### src/rtl/cpu_pkg.sv
// Shared definitions for the memory arbiter: FSM encoding, requester IDs and
// the modulo-3 pointer arithmetic used by the round-robin picker.
package cpu_pkg;

  typedef enum logic [1:0] {
    IDLE   = 2'd0,
    ACCESS = 2'd1,
    RESP   = 2'd2,
    ACK    = 2'd3
  } state_t;

  localparam logic [1:0] REQ_DATA  = 2'd0;
  localparam logic [1:0] REQ_FETCH = 2'd1;
  localparam logic [1:0] REQ_IO    = 2'd2;

  // Last-granted pointer starts on IO so that the data port is searched first.
  localparam logic [1:0] PTR_RST = REQ_IO;

  function automatic logic [1:0] mod3_add(input logic [1:0] a, input logic [1:0] b);
    logic [2:0] s;
    s = {1'b0, a} + {1'b0, b};
    if (s >= 3'd6) begin
      s = s - 3'd6;
    end else if (s >= 3'd3) begin
      s = s - 3'd3;
    end
    return s[1:0];
  endfunction

endpackage

### src/rtl/mem_arbiter_rr_pick3.sv
// Combinational round-robin winner select over three requesters.
// Search order is ptr+1, ptr+2, ptr (mod 3); zero latency, no backpressure.
module rr_pick3
  import cpu_pkg::*;
(
  input  logic [2:0] req,
  input  logic [1:0] ptr,
  output logic       valid,
  output logic [1:0] idx
);

  logic [1:0] w_c1;
  logic [1:0] w_c2;
  logic [1:0] w_c3;

  assign w_c1  = mod3_add(ptr, 2'd1);
  assign w_c2  = mod3_add(ptr, 2'd2);
  assign w_c3  = mod3_add(ptr, 2'd0);
  assign valid = |req;

  always_comb begin
    idx = w_c3;
    if (req[w_c1]) begin
      idx = w_c1;
    end else if (req[w_c2]) begin
      idx = w_c2;
    end
  end

endmodule

### src/rtl/mem_arbiter.sv
// Three-way round-robin arbiter in front of a single-port synchronous RAM.
// Ack arrives 3 cycles after the sampling edge; one access per 4 cycles, losers simply keep req high.
module mem_arbiter
  import cpu_pkg::*;
#(
  parameter int DATA_W = 16,
  parameter int ADDR_W = 10
) (
  input  logic              clk,
  input  logic              reset,
  input  logic [2:0]        req,
  input  logic [2:0]        we,
  input  logic [ADDR_W-1:0] addr0,
  input  logic [ADDR_W-1:0] addr1,
  input  logic [ADDR_W-1:0] addr2,
  input  logic [DATA_W-1:0] wdata0,
  input  logic [DATA_W-1:0] wdata1,
  input  logic [DATA_W-1:0] wdata2,
  output logic [2:0]        ack,
  output logic [DATA_W-1:0] rdata,
  output logic [1:0]        gnt_id,
  output logic              busy,
  output logic [ADDR_W-1:0] ram_addr,
  output logic [DATA_W-1:0] ram_din,
  output logic              ram_we,
  input  logic [DATA_W-1:0] ram_dout
);

  state_t              r_state;
  logic [1:0]          r_ptr;
  logic [1:0]          r_gnt;
  logic                r_we;
  logic [2:0]          r_ack;
  logic                r_busy;
  logic [DATA_W-1:0]   r_rdata;
  logic [ADDR_W-1:0]   r_ram_addr;
  logic [DATA_W-1:0]   r_ram_din;
  logic                r_ram_we;

  logic                w_valid;
  logic [1:0]          w_idx;
  logic                w_sel_we;
  logic [ADDR_W-1:0]   w_sel_addr;
  logic [DATA_W-1:0]   w_sel_wdata;

  rr_pick3 u_pick (
    .req   (req),
    .ptr   (r_ptr),
    .valid (w_valid),
    .idx   (w_idx)
  );

  always_comb begin
    w_sel_we    = we[0];
    w_sel_addr  = addr0;
    w_sel_wdata = wdata0;
    case (w_idx)
      REQ_DATA: begin
        w_sel_we    = we[0];
        w_sel_addr  = addr0;
        w_sel_wdata = wdata0;
      end
      REQ_FETCH: begin
        w_sel_we    = we[1];
        w_sel_addr  = addr1;
        w_sel_wdata = wdata1;
      end
      REQ_IO: begin
        w_sel_we    = we[2];
        w_sel_addr  = addr2;
        w_sel_wdata = wdata2;
      end
      default: ;
    endcase
  end

  // The RAM address/data registers double as the latched request, so
  // requester inputs are ignored for the rest of the transaction.
  always_ff @(posedge clk or negedge reset) begin
    if (!reset) begin
      r_state    <= IDLE;
      r_ptr      <= PTR_RST;
      r_gnt      <= 2'd0;
      r_we       <= 1'b0;
      r_ack      <= 3'b000;
      r_busy     <= 1'b0;
      r_rdata    <= '0;
      r_ram_addr <= '0;
      r_ram_din  <= '0;
      r_ram_we   <= 1'b0;
    end else begin
      r_ack    <= 3'b000;
      r_ram_we <= 1'b0;
      case (r_state)
        IDLE: begin
          if (w_valid) begin
            r_gnt      <= w_idx;
            r_we       <= w_sel_we;
            r_ram_addr <= w_sel_addr;
            r_ram_din  <= w_sel_wdata;
            r_ram_we   <= w_sel_we;
            r_busy     <= 1'b1;
            r_state    <= ACCESS;
          end
        end
        ACCESS: begin
          r_state <= RESP;
        end
        RESP: begin
          if (!r_we) begin
            r_rdata <= ram_dout;
          end
          r_ack   <= 3'b001 << r_gnt;
          r_state <= ACK;
        end
        ACK: begin
          r_ptr   <= r_gnt;
          r_busy  <= 1'b0;
          r_state <= IDLE;
        end
      endcase
    end
  end

  assign ack      = r_ack;
  assign rdata    = r_rdata;
  assign gnt_id   = r_gnt;
  assign busy     = r_busy;
  assign ram_addr = r_ram_addr;
  assign ram_din  = r_ram_din;
  assign ram_we   = r_ram_we;

endmodule
### config.mk
export PLATFORM = sky130hd
export DESIGN_NAME = mem_arbiter
export DESIGN_NICKNAME = d
export VERILOG_FILES = /design/src/rtl/cpu_pkg.sv /design/src/rtl/mem_arbiter_rr_pick3.sv /design/src/rtl/mem_arbiter.sv
export SDC_FILE = /design/constraint.sdc
export NUM_CORES = 1
export LEC_CHECK = 0
export BUFFER_PORTS_ARGS = -buffer_cell sky130_fd_sc_hd__buf_4
export CAP_MARGIN = 20
export CORE_ASPECT_RATIO = 0.6
export CORE_MARGIN = 3
export CORE_UTILIZATION = 40
export CTS_BUF_LIST = sky130_fd_sc_hd__clkbuf_16
export CTS_CLUSTER_DIAMETER = 100
export DETAILED_ROUTE_END_ITERATION = 6
export HOLD_SLACK_MARGIN = 0.06
export PLACE_DENSITY_LB_ADDON = 0.1
export SETUP_SLACK_MARGIN = 0.4
export SLEW_MARGIN = 0
export SYNTH_ARGS = -nofsm -noshare
export SYNTH_HDL_FRONTEND = slang
export SYNTH_HIERARCHICAL = 1
export SYNTH_SLANG_ARGS = --single-unit
### constraint.sdc
create_clock -name clk -period 2.55 [get_ports clk]
set_input_delay 0.1275 -clock clk [delete_from_list [all_inputs] [get_ports clk]]
set_output_delay 0.1275 -clock clk [all_outputs]
set_load 0.01 [all_outputs]
== Yosys cells after proc, flatten, opt, wreduce, memory -nomap -nowiden ==
Index checks and enable logic that the tools add are counted.

* $add $sub $neg: 8
* Order comparisons: 8
* Equal/unequal tests: 6
* Shifts and indexed selects: 1
* Multiplexer cells: 22
* Bitwise operators: 1
* Reductions and logical operators: 6

{| class="wikitable"
|+ Operators by type and width
! kind !! count
|-
| one-hot mux 16 bit (2 select lines) || 1
|-
| one-hot mux 10 bit (2 select lines) || 1
|-
| 2-to-1 mux 2 bit || 9
|-
| subtractor 2 bit, second input constant || 6
|-
| one-hot mux 2 bit (4 select lines) || 1
|-
| == test 2 bit, second input constant || 3
|-
| greater-or-equal comparator 3 x 2 -> 1 bit, second input constant || 2
|-
| greater-or-equal comparator 3 bit, second input constant || 2
|-
| < comparator 2 x 3 -> 1 bit, second input constant || 2
|-
| AND reduction 2 bit || 3
|-
| 2-to-1 mux 1 bit || 5
|-
| binary-select mux 1 bit (select 2 bit) || 2
|-
| == test 2 x 1 -> 1 bit, second input constant || 2
|-
| one-hot mux 1 bit (2 select lines) || 2
|-
| adder 2 x 1 -> 3 bit, second input constant || 1
|-
| adder 2 x 2 -> 3 bit, second input constant || 1
|-
| greater-or-equal comparator 2 x 3 -> 1 bit, second input constant || 1
|-
| 2-to-1 mux 3 bit || 1
|-
| OR reduction 3 bit || 1
|-
| << shifter 1 x 2 -> 3 bit, first input constant || 1
|-
| greater-or-equal comparator 2 bit, second input constant || 1
|-
| zero test 2 bit || 1
|-
| inequality test 2 x 1 -> 1 bit, second input constant || 1
|-
| nonzero test 2 bit || 1
|-
| inverter 1 bit || 1
|}

* Bits in registers: 54
* Input port bits: 102
* Output and inout port bits: 49

== Depth between registers and ports, before layout ==
Gate-level depths: netlist (run 1).

* Depth after elaboration: 12
* Gate-level depth with buffers: 11
* Depth with buffers taken out: 10

== By module ==
Netlist (run 1), hierarchy kept.

{| class="wikitable"
|+ Modules (own cells, without submodules)
! module !! instances !! cells each !! area an instance (sq um)
|-
| mem_arbiter || 1 || 228 || 2616.3
|-
| rr_pick3 || 1 || 21 || 141.4
|}

== Least setup slack after synthesis (run 1) ==
No wires, ideal clock.

* Kind: register to register
* Start point: register r_ptr[1]
* End point: register r_ram_addr[0], in the netlist ram_addr[0]
* Arrival time: 2.141 ns
* Setup slack: 0.280 ns
* Stages on the path, launching flop included: 12
* Path buffers: 2
* Clock period less this slack: 2.270 ns
* Cells stage by stage: dfstp_2 > inv_1 > ha_1 > o21ai_1 > a32oi_1 > o22ai_1 > inv_1 > ha_1 > buf_2 > buf_2 > a221oi_1 > o31ai_1

* Cells in the longest elaborated chain, start to end: 10

{| class="wikitable"
|+ RTL lines
! element !! RTL line !! source
|-
| start, declared || mem_arbiter.sv:30 || <nowiki>logic [1:0] r_ptr;</nowiki>
|-
| start signal, assigned || mem_arbiter.sv:117 || <nowiki>r_ptr <= r_gnt;</nowiki>
|-
| adder 2 x 2 -> 3 bit || cpu_pkg.sv:21 || <nowiki>s = {1'b0, a} + {1'b0, b};</nowiki>
|-
| greater-or-equal comparator 3 x 2 -> 1 bit / subtractor 2 bit (equally long branches) || cpu_pkg.sv:24, cpu_pkg.sv:25 ||
|-
| 2-to-1 mux 2 bit || cpu_pkg.sv:24 || <nowiki>end else if (s >= 3'd3) begin</nowiki>
|-
| 2-to-1 mux 2 bit || cpu_pkg.sv:22 || <nowiki>if (s >= 3'd6) begin</nowiki>
|-
| binary-select mux 1 bit (select 2 bit) || mem_arbiter_rr_pick3.sv:25 || <nowiki>end else if (req[w_c2]) begin</nowiki>
|-
| 2-to-1 mux 1 bit (implied by the code) || mem_arbiter_rr_pick3.sv:25 ||
|-
| 2-to-1 mux 2 bit || mem_arbiter_rr_pick3.sv:25 ||
|-
| 2-to-1 mux 2 bit * || mem_arbiter_rr_pick3.sv:23 || <nowiki>if (req[w_c1]) begin</nowiki>
|-
| net w_idx[0] || mem_arbiter.sv:41 || <nowiki>logic [1:0] w_idx;</nowiki>
|-
| == test 2 bit / == test 2 x 1 -> 1 bit (equally long branches) || mem_arbiter.sv:57 || <nowiki>case (w_idx)</nowiki>
|-
| one-hot mux 10 bit (2 select lines) * || mem_arbiter.sv:57 ||
|-
| end signal, assigned || mem_arbiter.sv:99 || <nowiki>r_ram_addr <= w_sel_addr;</nowiki>
|-
| end, declared || mem_arbiter.sv:36 || <nowiki>logic [ADDR_W-1:0] r_ram_addr;</nowiki>
|}

The timed path passes the listed nets; every way through them passes the cells marked *. The select of a mux whose other input is x is not followed.
A chain may end at the register's enable or synchronous reset.

== Worst setup path in the final report (run 1) ==
* Start point: register r_ptr[1]
* End point: register r_we

* Cells in the longest elaborated chain, start to end: 10

{| class="wikitable"
|+ RTL lines
! element !! RTL line !! source
|-
| adder 2 x 2 -> 3 bit || cpu_pkg.sv:21 ||
|-
| greater-or-equal comparator 3 x 2 -> 1 bit / subtractor 2 bit (equally long branches) || cpu_pkg.sv:24, cpu_pkg.sv:25 ||
|-
| 2-to-1 mux 2 bit || cpu_pkg.sv:24 ||
|-
| 2-to-1 mux 2 bit || cpu_pkg.sv:22 ||
|-
| binary-select mux 1 bit (select 2 bit) || mem_arbiter_rr_pick3.sv:25 ||
|-
| 2-to-1 mux 1 bit (implied by the code) || mem_arbiter_rr_pick3.sv:25 ||
|-
| 2-to-1 mux 2 bit || mem_arbiter_rr_pick3.sv:25 ||
|-
| 2-to-1 mux 2 bit * || mem_arbiter_rr_pick3.sv:23 ||
|-
| net w_idx[0] || mem_arbiter.sv:41 ||
|-
| == test 2 bit / == test 2 x 1 -> 1 bit (equally long branches) || mem_arbiter.sv:57 ||
|-
| one-hot mux 1 bit (2 select lines) * || mem_arbiter.sv:57 ||
|-
| end signal, assigned || mem_arbiter.sv:98 || <nowiki>r_we <= w_sel_we;</nowiki>
|-
| end, declared || mem_arbiter.sv:32 || <nowiki>logic r_we;</nowiki>
|}

Marks and branches as above.

==> results of run 1 <==
-- state kept, by name, indices dropped and copies added, names as in the netlist --
| register | count |
|---|---|
| r_we | 1 |
| ram_addr | 10 |
| rdata | 16 |
| ram_din | 16 |
| busy | 1 |
| r_ptr | 2 |
| gnt_id | 2 |
| r_state | 2 |
| ram_we | 1 |
| ack | 3 |
-- final cells by class --
class | instances | area, sq um | share of cell area (%)
clock buffers | 5 | 125 | 2.79
clock inverters | 3 | 40.0 | 0.892
inverters | 11 | 41.3 | 0.920
multi-input cells | 164 | 1490 | 33.2
flip-flops and latches | 54 | 1350 | 30.2
well taps | 84 | 105 | 2.34
repair buffers | 165 | 1330 | 29.7
-- kinds of logic (layout without fill, tap and decap cells) --
family / after synthesis / after routing / share of synthesized area (%)
mux: 20 / 20 / 9.44
fa+ha+maj: 8 / 8 / 3.63
compound gates: 67 / 67 / 18.9
simple gates: 69 / 69 / 13.0
flops: 54 / 54 / 49.0
buf+inv: 31 / 184 / 5.99
-- synthesized netlist by cell type (all sizes together) --
cell	instances
clkbuf	2
a21o	1
a21oi	3
ha	8
buf	18
inv	11
and2b	1
a221oi	27
o31ai	27
or3	1
nand2	30
o22ai	1
nor2	4
mux2	18
nor3b	1
dfstp	1
a222oi	1
o2bb2ai	1
o21ai	5
a32oi	1
dfrtp	53
and3b	1
nor2b	28
nand2b	2
nor3	1
mux2i	2
-- power groups by stage --
stage	Sequential, mW	Combinational (mW)	Clock (mW)
floorplan	1.70	2.94	0
global placement	1.55	4.01	0
detailed placement	1.57	4.09	0
CTS	1.55	4.45	0.774
global route	1.61	5.04	0.815
finish	1.55	4.65	0.763
-- repair_timing --
| action | 4_1_cts | 5_1_grt |
|---|---|---|
| pin swaps | 4 | 12 |
| gates cloned | 1 | 1 |
| buffers inserted | 2 | 1 |
| endpoints found under the setup margin | 28 | 28 |
| endpoints found under the hold margin | 53 | 0 |
| hold buffers | 1 | 0 |
| resized for setup | 7 | 8 |
-- layer usage --
layer	up-vias	track usage, %	routed length, um
met5	-	0	0
met3	4	6.32	823
met1	1218	28.6	3640
li1	1214	-	-
met2	111	29.4	3670
met4	0	3.20	48
-- worst min-delay path by stage --
| stage | from | end | depth (start not counted) | slack, ns |
|---|---|---|---|---|
| 2_1_floorplan | reset | ack[0]$_DFF_PN0_ | 0 | -0.17 |
| 3_3_place_gp | reset | rdata[13]$_DFFE_PN0P_ | 1 | 0.23 |
| 3_5_place_dp | reset | rdata[12]$_DFFE_PN0P_ | 1 | 0.23 |
| 4_1_cts | ram_dout[12] | rdata[12]$_DFFE_PN0P_ | 2 | 0.06 |
| 5_1_grt | ram_dout[7] | rdata[7]$_DFFE_PN0P_ | 2 | 0.07 |
| 6_report | ram_dout[12] | rdata[12]$_DFFE_PN0P_ | 2 | 0.07 |
==> out/metrics.sh, run 1 <==
AVGROUTEDWIREPERCELL_UM=16.8
AREA_DELTA_SYNTH_FINAL_PCT=62.7
MOSTFREQUENTLAYOUTCELLS='sky130_fd_sc_hd__buf_4, sky130_fd_sc_hd__dfrtp_1, sky130_fd_sc_hd__nand2_1, sky130_fd_sc_hd__o31ai_1'
TIMING_WORST_SLEW_PIN_VALUE_NS=0.704
MAX_FREQ_MHz=416
SYNTH.TOP_CELL.AREA_SHARE_PCT=48.1
RUN_STATUS='completed'
POWER.SEQUENTIAL.FRACTION_PCT=22.3
TIMING.CRITICAL_PATH.MODE_CELL='sky130_fd_sc_hd__ha_4'
POWER.SHARE.CLOCK_PCT=11.0
IO_PINS=151
N_FILL_CELL=487
CTS_TREE='yes'
FINAL_ANTENNA_NET_COUNT=0
SYNTH.FF_LATCH_COUNT=54
CLOCK_INSERTION_DELAY_WORST_SKEW_NS=0.29
MAX-VDD-IR-DROP_mV=1.03
VIAS_PER_CELL=5.24
TRITONCTS_BUFFER_COUNT=5
CTSLONGESTPATHBUFFERS=2
CRIT_CHAIN='ha_4 -> o21ai_4 -> a32oi_1 -> o22ai_1 -> inv_1 -> ha_4 -> buf_12 -> nor2b_2 -> nor3_2 -> a21o_1'
SWSHARE_PCT=39.4
CRITPATHLAUNCHTYPE='register'
CRITICAL_PATH.STARTPOINT='r_ptr[1]$_DFFE_PN1P_'
CTS_HTREE_LEVELS=2
FIRST_GLOBAL_VIAS=2437
DIE_X_UM=113
TIMING.CRITICAL_PATH.SLOWEST_STAGE_CELL='sky130_fd_sc_hd__dfstp_2'
MIN_PATH_TYPE='in -> reg'
HOLD_VIOL=0
GRT_ANTENNA_BEFORE_REPAIR=0
FINALINSTANCEAREA_SQ_MM=0.00449
POWER_FRAC_COMB_PCT=66.8
GRT_MAX_DEGREE=55
POSTSYNTHCELLCOUNT=249
HOLDWS_NS=0.0653
PORTBUFFERS=150
POWER-PER-CELL-AREA_mW_PER_MM2=1550
SETUP_TNS_NS=0
LAYOUT_SETUP_WS_NS=0.144
WORSTREGTOREGCELLS=10
NUMBER_OF_STAGES_ON_THE_WORST_SETUP_PATH=10
SYNTH_TOP_CELLS_BY_AREA='sky130_fd_sc_hd__dfrtp_1, sky130_fd_sc_hd__a221oi_1, sky130_fd_sc_hd__o31ai_1, sky130_fd_sc_hd__nor2b_1, sky130_fd_sc_hd__mux2_4'
SYNTHESIS.AREA_PER_INSTANCE_SQ_UM=11.1
PLACEMENT.SETUP.WORST_SLACK_NS=0.105
CLOCK_SKEW_NS=0.00427
WORST_R2R_STARTPOINT='r_ptr[1]$_DFFE_PN1P_'
TIMING.SETUP.CRITICAL_PATH_CLASS='reg -> reg'
NUMCLOCKSINKS=54
PLACEDCELLCOUNT=472
CP-END-KIND='register'
DRV_SLEW=0
UNREPAIRED_SETUP_ENDPOINTS_AFTER_GLOBAL_ROUTING='yes'
PLACED_AREA_SQ_MM=0.00416
TIMING.MAX_CAP.VIOLATIONS=0
POST_ROUTE_CELLS_DRIVE_ABOVE_1_SHARE_PCT=57.5
VIAS=2547
INITIAL_UTILIZATION_PCT=43.2
NETLIST-CELL-TYPE-COUNT=32
YOSYSSEQAREASHARE_PCT=49.0
REQUIRED_NS=2.73
DRC=0
DP_HPWL_UM=5910
GRT_REMAINING_OVERFLOW=0
CLK_ROOT_BUF='sky130_fd_sc_hd__clkbuf_16'
POST-SYNTH-TOP-AREA-CELL='sky130_fd_sc_hd__dfrtp_1'
SYNTH-WARNING-COUNT=6
CRITICAL_PATH_PEAK_FANOUT=12
ROUTED_WL_UM=8180
GRT_UTIL_ALL_LAYERS_PCT=19.8
TIMING.CRITICAL_PATH.SLOWEST_CELL_DELAY_NS=0.58
FLOORPLAN.ROWS=22
STDCELL_COUNT=486
REPORT.FINAL.SETUP_VIOL=0
FINALCRITPERIODSHARE_PCT=94.4
CP.ARRIVAL_NS=2.59
DIE_H_UM=70.3
SYN_AREA_SQ_MM=0.00276
FINAL_PERIOD_MINUS_WORST_SETUP_SLACK_NS=2.41
NETSWITCHINGPOWER_mW=2.74
WORSTSETUPENDPOINT='r_we$_DFFE_PN0P_'
LEAKAGEPOWER_nW=2.17
CELLINTERNALPOWER_mW=4.22
DRT_ITER0_DRC=140
COREAREA_SQ_MM=0.00639
GLOBAL_ROUTE_WIRE_LENGTH_BEFORE_REPAIR_UM=12600
GP_ROUTABILITY_CONGESTION=0.780
R2R-END='r_we$_DFFE_PN0P_'
DESIGN.DIE.AREA_SQ_MM=0.00796
LAYOUT.CORE_UTILIZATION_PCT=70.3
POWER_mW=6.96
WORST_SETUP_HOLD_PATH_CLK_SLEW_NS=0.07
WORST_SETUP_SLACK_FOR_REGISTER_TO_REGISTER_PATHS_NS=0.14
SLEW_HEADROOM_PCT=53.1
DRT_PASS1_ITERATIONS=4
MOSTFREQUENTLAYOUTCELL='sky130_fd_sc_hd__buf_4'
N_ANTENNA_CELL=0
CRITICAL_PATH.TOP_DELAY_FAMILY='compound AO/OA/AOI/OAI gates'
CRITPATHBUFINV=2
FINAL_NET_COUNT=511
SYN_NETS=359
(Power assumes the default switching activity.)
==> run 2, diff against run 1 <==
==> constraint.sdc (replaced) <==
create_clock -name clk -period 2.8 [get_ports clk]
set_input_delay 0.14 -clock clk [delete_from_list [all_inputs] [get_ports clk]]
set_output_delay 0.14 -clock clk [all_outputs]
set_load 0.01 [all_outputs]
==> run 2 against run 1 <==
  * Power decreased by 5.8%
  * Clock-buffer cell count unchanged
  * Combinational power decreased by 2%
  * Critical path type unchanged
  * Die area unchanged
  * Setup slack improved by 0.22 ns
  * First-iteration DRC count is 22% higher
  * Final cell count up 0.21%
  * Clock power decreased by 20%
  * Sequential share of layout area shrank 0.14 points
  * Flip-flop and latch count is the same
  * Register-to-register slack improved by 0.22 ns
  * Routed wire length up 7.1%
==> out/metrics.sh, run 2 (same netlist as run 1, synthesis figures left out) <==
FINAL-SEQ-AREA_SQ_MM=0.00135
GRT_UTIL_ALL_LAYERS_PCT=19.3
MAX_FREQ_MHz=410
N_ANTENNA_CELL=0
RUN_STATUS='completed'
FLOORPLAN.ROWS=22
SLEW_HEADROOM_PCT=54.4
POWER_mW=6.56
TIMING.CRITICAL_PATH.SLOWEST_CELL_DELAY_NS=0.59
UNREPAIRED_SETUP_ENDPOINTS_AFTER_GLOBAL_ROUTING='yes'
REPORT.FINAL.SETUP_VIOL=0
MULTI_INPUT_COMB_AREA_SQ_MM=0.00150
FINALCRITPERIODSHARE_PCT=87.1
GLOBAL_ROUTE_WIRE_LENGTH_BEFORE_REPAIR_UM=12400
VIAS=2555
CLOCK_INSERTION_DELAY_WORST_SKEW_NS=0.29
WORST_SETUP_HOLD_PATH_CLK_SLEW_NS=0.07
DRC=0
HOLD_START='ram_dout[3]'
TIMING.SETUP.CRITICAL_PATH_CLASS='reg -> reg'
WORST_R2R_STARTPOINT='r_ptr[1]$_DFFE_PN1P_'
POST_ROUTE_CELLS_DRIVE_ABOVE_1_SHARE_PCT=56.6
DRT_PASS1_ITERATIONS=4
CRITPATHLAUNCHTYPE='register'
DIE_H_UM=70.3
GRT_MAX_DEGREE=55
LEAKAGEPOWER_nW=2.17
TIMING.CRITICAL_PATH.SLOWEST_STAGE_CELL='sky130_fd_sc_hd__dfstp_2'
GRT_REMAINING_OVERFLOW=0
CRIT_CHAIN='inv_2 -> ha_4 -> o21ai_2 -> a32oi_1 -> o22ai_2 -> inv_2 -> ha_4 -> buf_12 -> a221oi_2 -> o31ai_1'
AREA_DELTA_SYNTH_FINAL_PCT=63.3
SETUP_TNS_NS=0
FINAL_ANTENNA_NET_COUNT=0
CTS_HTREE_LEVELS=2
CLK_ROOT_BUF='sky130_fd_sc_hd__clkbuf_16'
COREAREA_SQ_MM=0.00639
MOSTFREQUENTLAYOUTCELLS='sky130_fd_sc_hd__buf_4, sky130_fd_sc_hd__dfrtp_1, sky130_fd_sc_hd__nand2_1, sky130_fd_sc_hd__o31ai_1, sky130_fd_sc_hd__nor2b_1'
FIRST_GLOBAL_VIAS=2440
TIMING_WORST_SLEW_PIN_VALUE_NS=0.684
DRV_SLEW=0
GRT_ANTENNA_BEFORE_REPAIR=0
MAX-VDD-IR-DROP_mV=0.748
DRT_ITER0_DRC=171
CRITICAL_PATH_PEAK_FANOUT=13
CP-END-KIND='register'
NUMCLOCKSINKS=54
CRITICAL_PATH.STARTPOINT='r_ptr[1]$_DFFE_PN1P_'
MIN_PATH_TYPE='in -> reg'
INITIAL_UTILIZATION_PCT=43.2
FINAL_NET_COUNT=512
CLOCK_SKEW_NS=0.00691
CTSLONGESTPATHBUFFERS=2
DESIGN.DIE.AREA_SQ_MM=0.00796
MOSTFREQUENTLAYOUTCELL='sky130_fd_sc_hd__buf_4'
CP.ARRIVAL_NS=2.61
PORTBUFFERS=150
TIMING.MAX_CAP.VIOLATIONS=0
CRITICAL_PATH.TOP_DELAY_FAMILY='compound AO/OA/AOI/OAI gates'
VIAS_PER_CELL=5.25
IO_PINS=151
PLACEDCELLCOUNT=467
DIE_X_UM=113
POWER-PER-CELL-AREA_mW_PER_MM2=1460
DP_HPWL_UM=5620
AVGROUTEDWIREPERCELL_UM=18.0
REQUIRED_NS=2.97
CRITPATHBUFINV=3
STDCELL_COUNT=487
FINAL_PERIOD_MINUS_WORST_SETUP_SLACK_NS=2.44
CTS_TREE='yes'
HOLD_VIOL=0
N_FILL_CELL=488
ROUTED_WL_UM=8760
TRITONCTS_BUFFER_COUNT=5
GP_ROUTABILITY_CONGESTION=0.776
-- run 2: changes by cell type in the layout (fill, tap and decap cells not counted), moves of 2 or more --
| cell | before | now |
|---|---|---|
| sky130_fd_sc_hd__a221oi_2 | 26 | 18 |
| sky130_fd_sc_hd__a221oi_4 | 1 | 4 |
| sky130_fd_sc_hd__clkbuf_16 | 6 | 8 |
| sky130_fd_sc_hd__a221oi_1 | 0 | 5 |
-- run 2: layer usage --
layer | GRT usage (%) | up-vias | share of wire [%]
li1 | - | 1217 | -
met1 | 27.7 | 1207 | 44
met2 | 29.5 | 122 | 46
met3 | 5.45 | 9 | 9.1
met4 | 3.20 | 0 | 0.66
met5 | 0 | - | 0
-- run 2: stage by stage --
stage	hold WS [ns]	setup slack (ns)	utilization (%)	instance area, sq um
3_5_place_dp	0.232	0.186	61.0	3900
4_1_cts	0.0740	0.403	65.3	4170
5_1_grt	0.0676	0.280	70.5	4500
2_1_floorplan	-0.156	0.530	-	2760
3_3_place_gp	0.234	0.242	61.0	3900
6_report	0.0807	0.361	70.5	4500
-- run 2: layout make-up --
| class | count | area share (%) |
|---|---|---|
| inverters | 11 | 0.917 |
| repair buffers | 166 | 30.3 |
| clock buffers | 5 | 2.78 |
| well taps | 84 | 2.33 |
| multi-input cells | 164 | 33.2 |
| clock inverters | 3 | 0.417 |
| flip-flops and latches | 54 | 30.0 |
-- run 2: repair_timing --
action                     CTS  global route
gates resized for setup     11            39
pin swaps                    5            10
hold buffers                 1             0
setup endpoints to repair   25            27
buffers inserted             4             2
hold endpoints to repair    53             0
cloned                       1             4
-- run 2: power by group --
part / internal, mW / total, mW / switching, mW
logic: 2.40 / 4.54 / 2.15
clock network: 0.332 / 0.612 / 0.280
registers: 1.18 / 1.40 / 0.225
-- run 2: final timing paths --
kind                                                 to  slack (ns)  depth (start not counted)
worst max-delay path             ram_din[3]$_DFFE_PN0P_        0.36                         10
worst min-delay path               rdata[3]$_DFFE_PN0P_        0.08                          2
worst max register to register   ram_din[3]$_DFFE_PN0P_        0.36                         10
worst min register to register  ram_din[13]$_DFFE_PN0P_        0.48                          2
max in group asynchronous       ram_din[11]$_DFFE_PN0P_        1.90                          2
min in group asynchronous          rdata[9]$_DFFE_PN0P_        0.44                          2
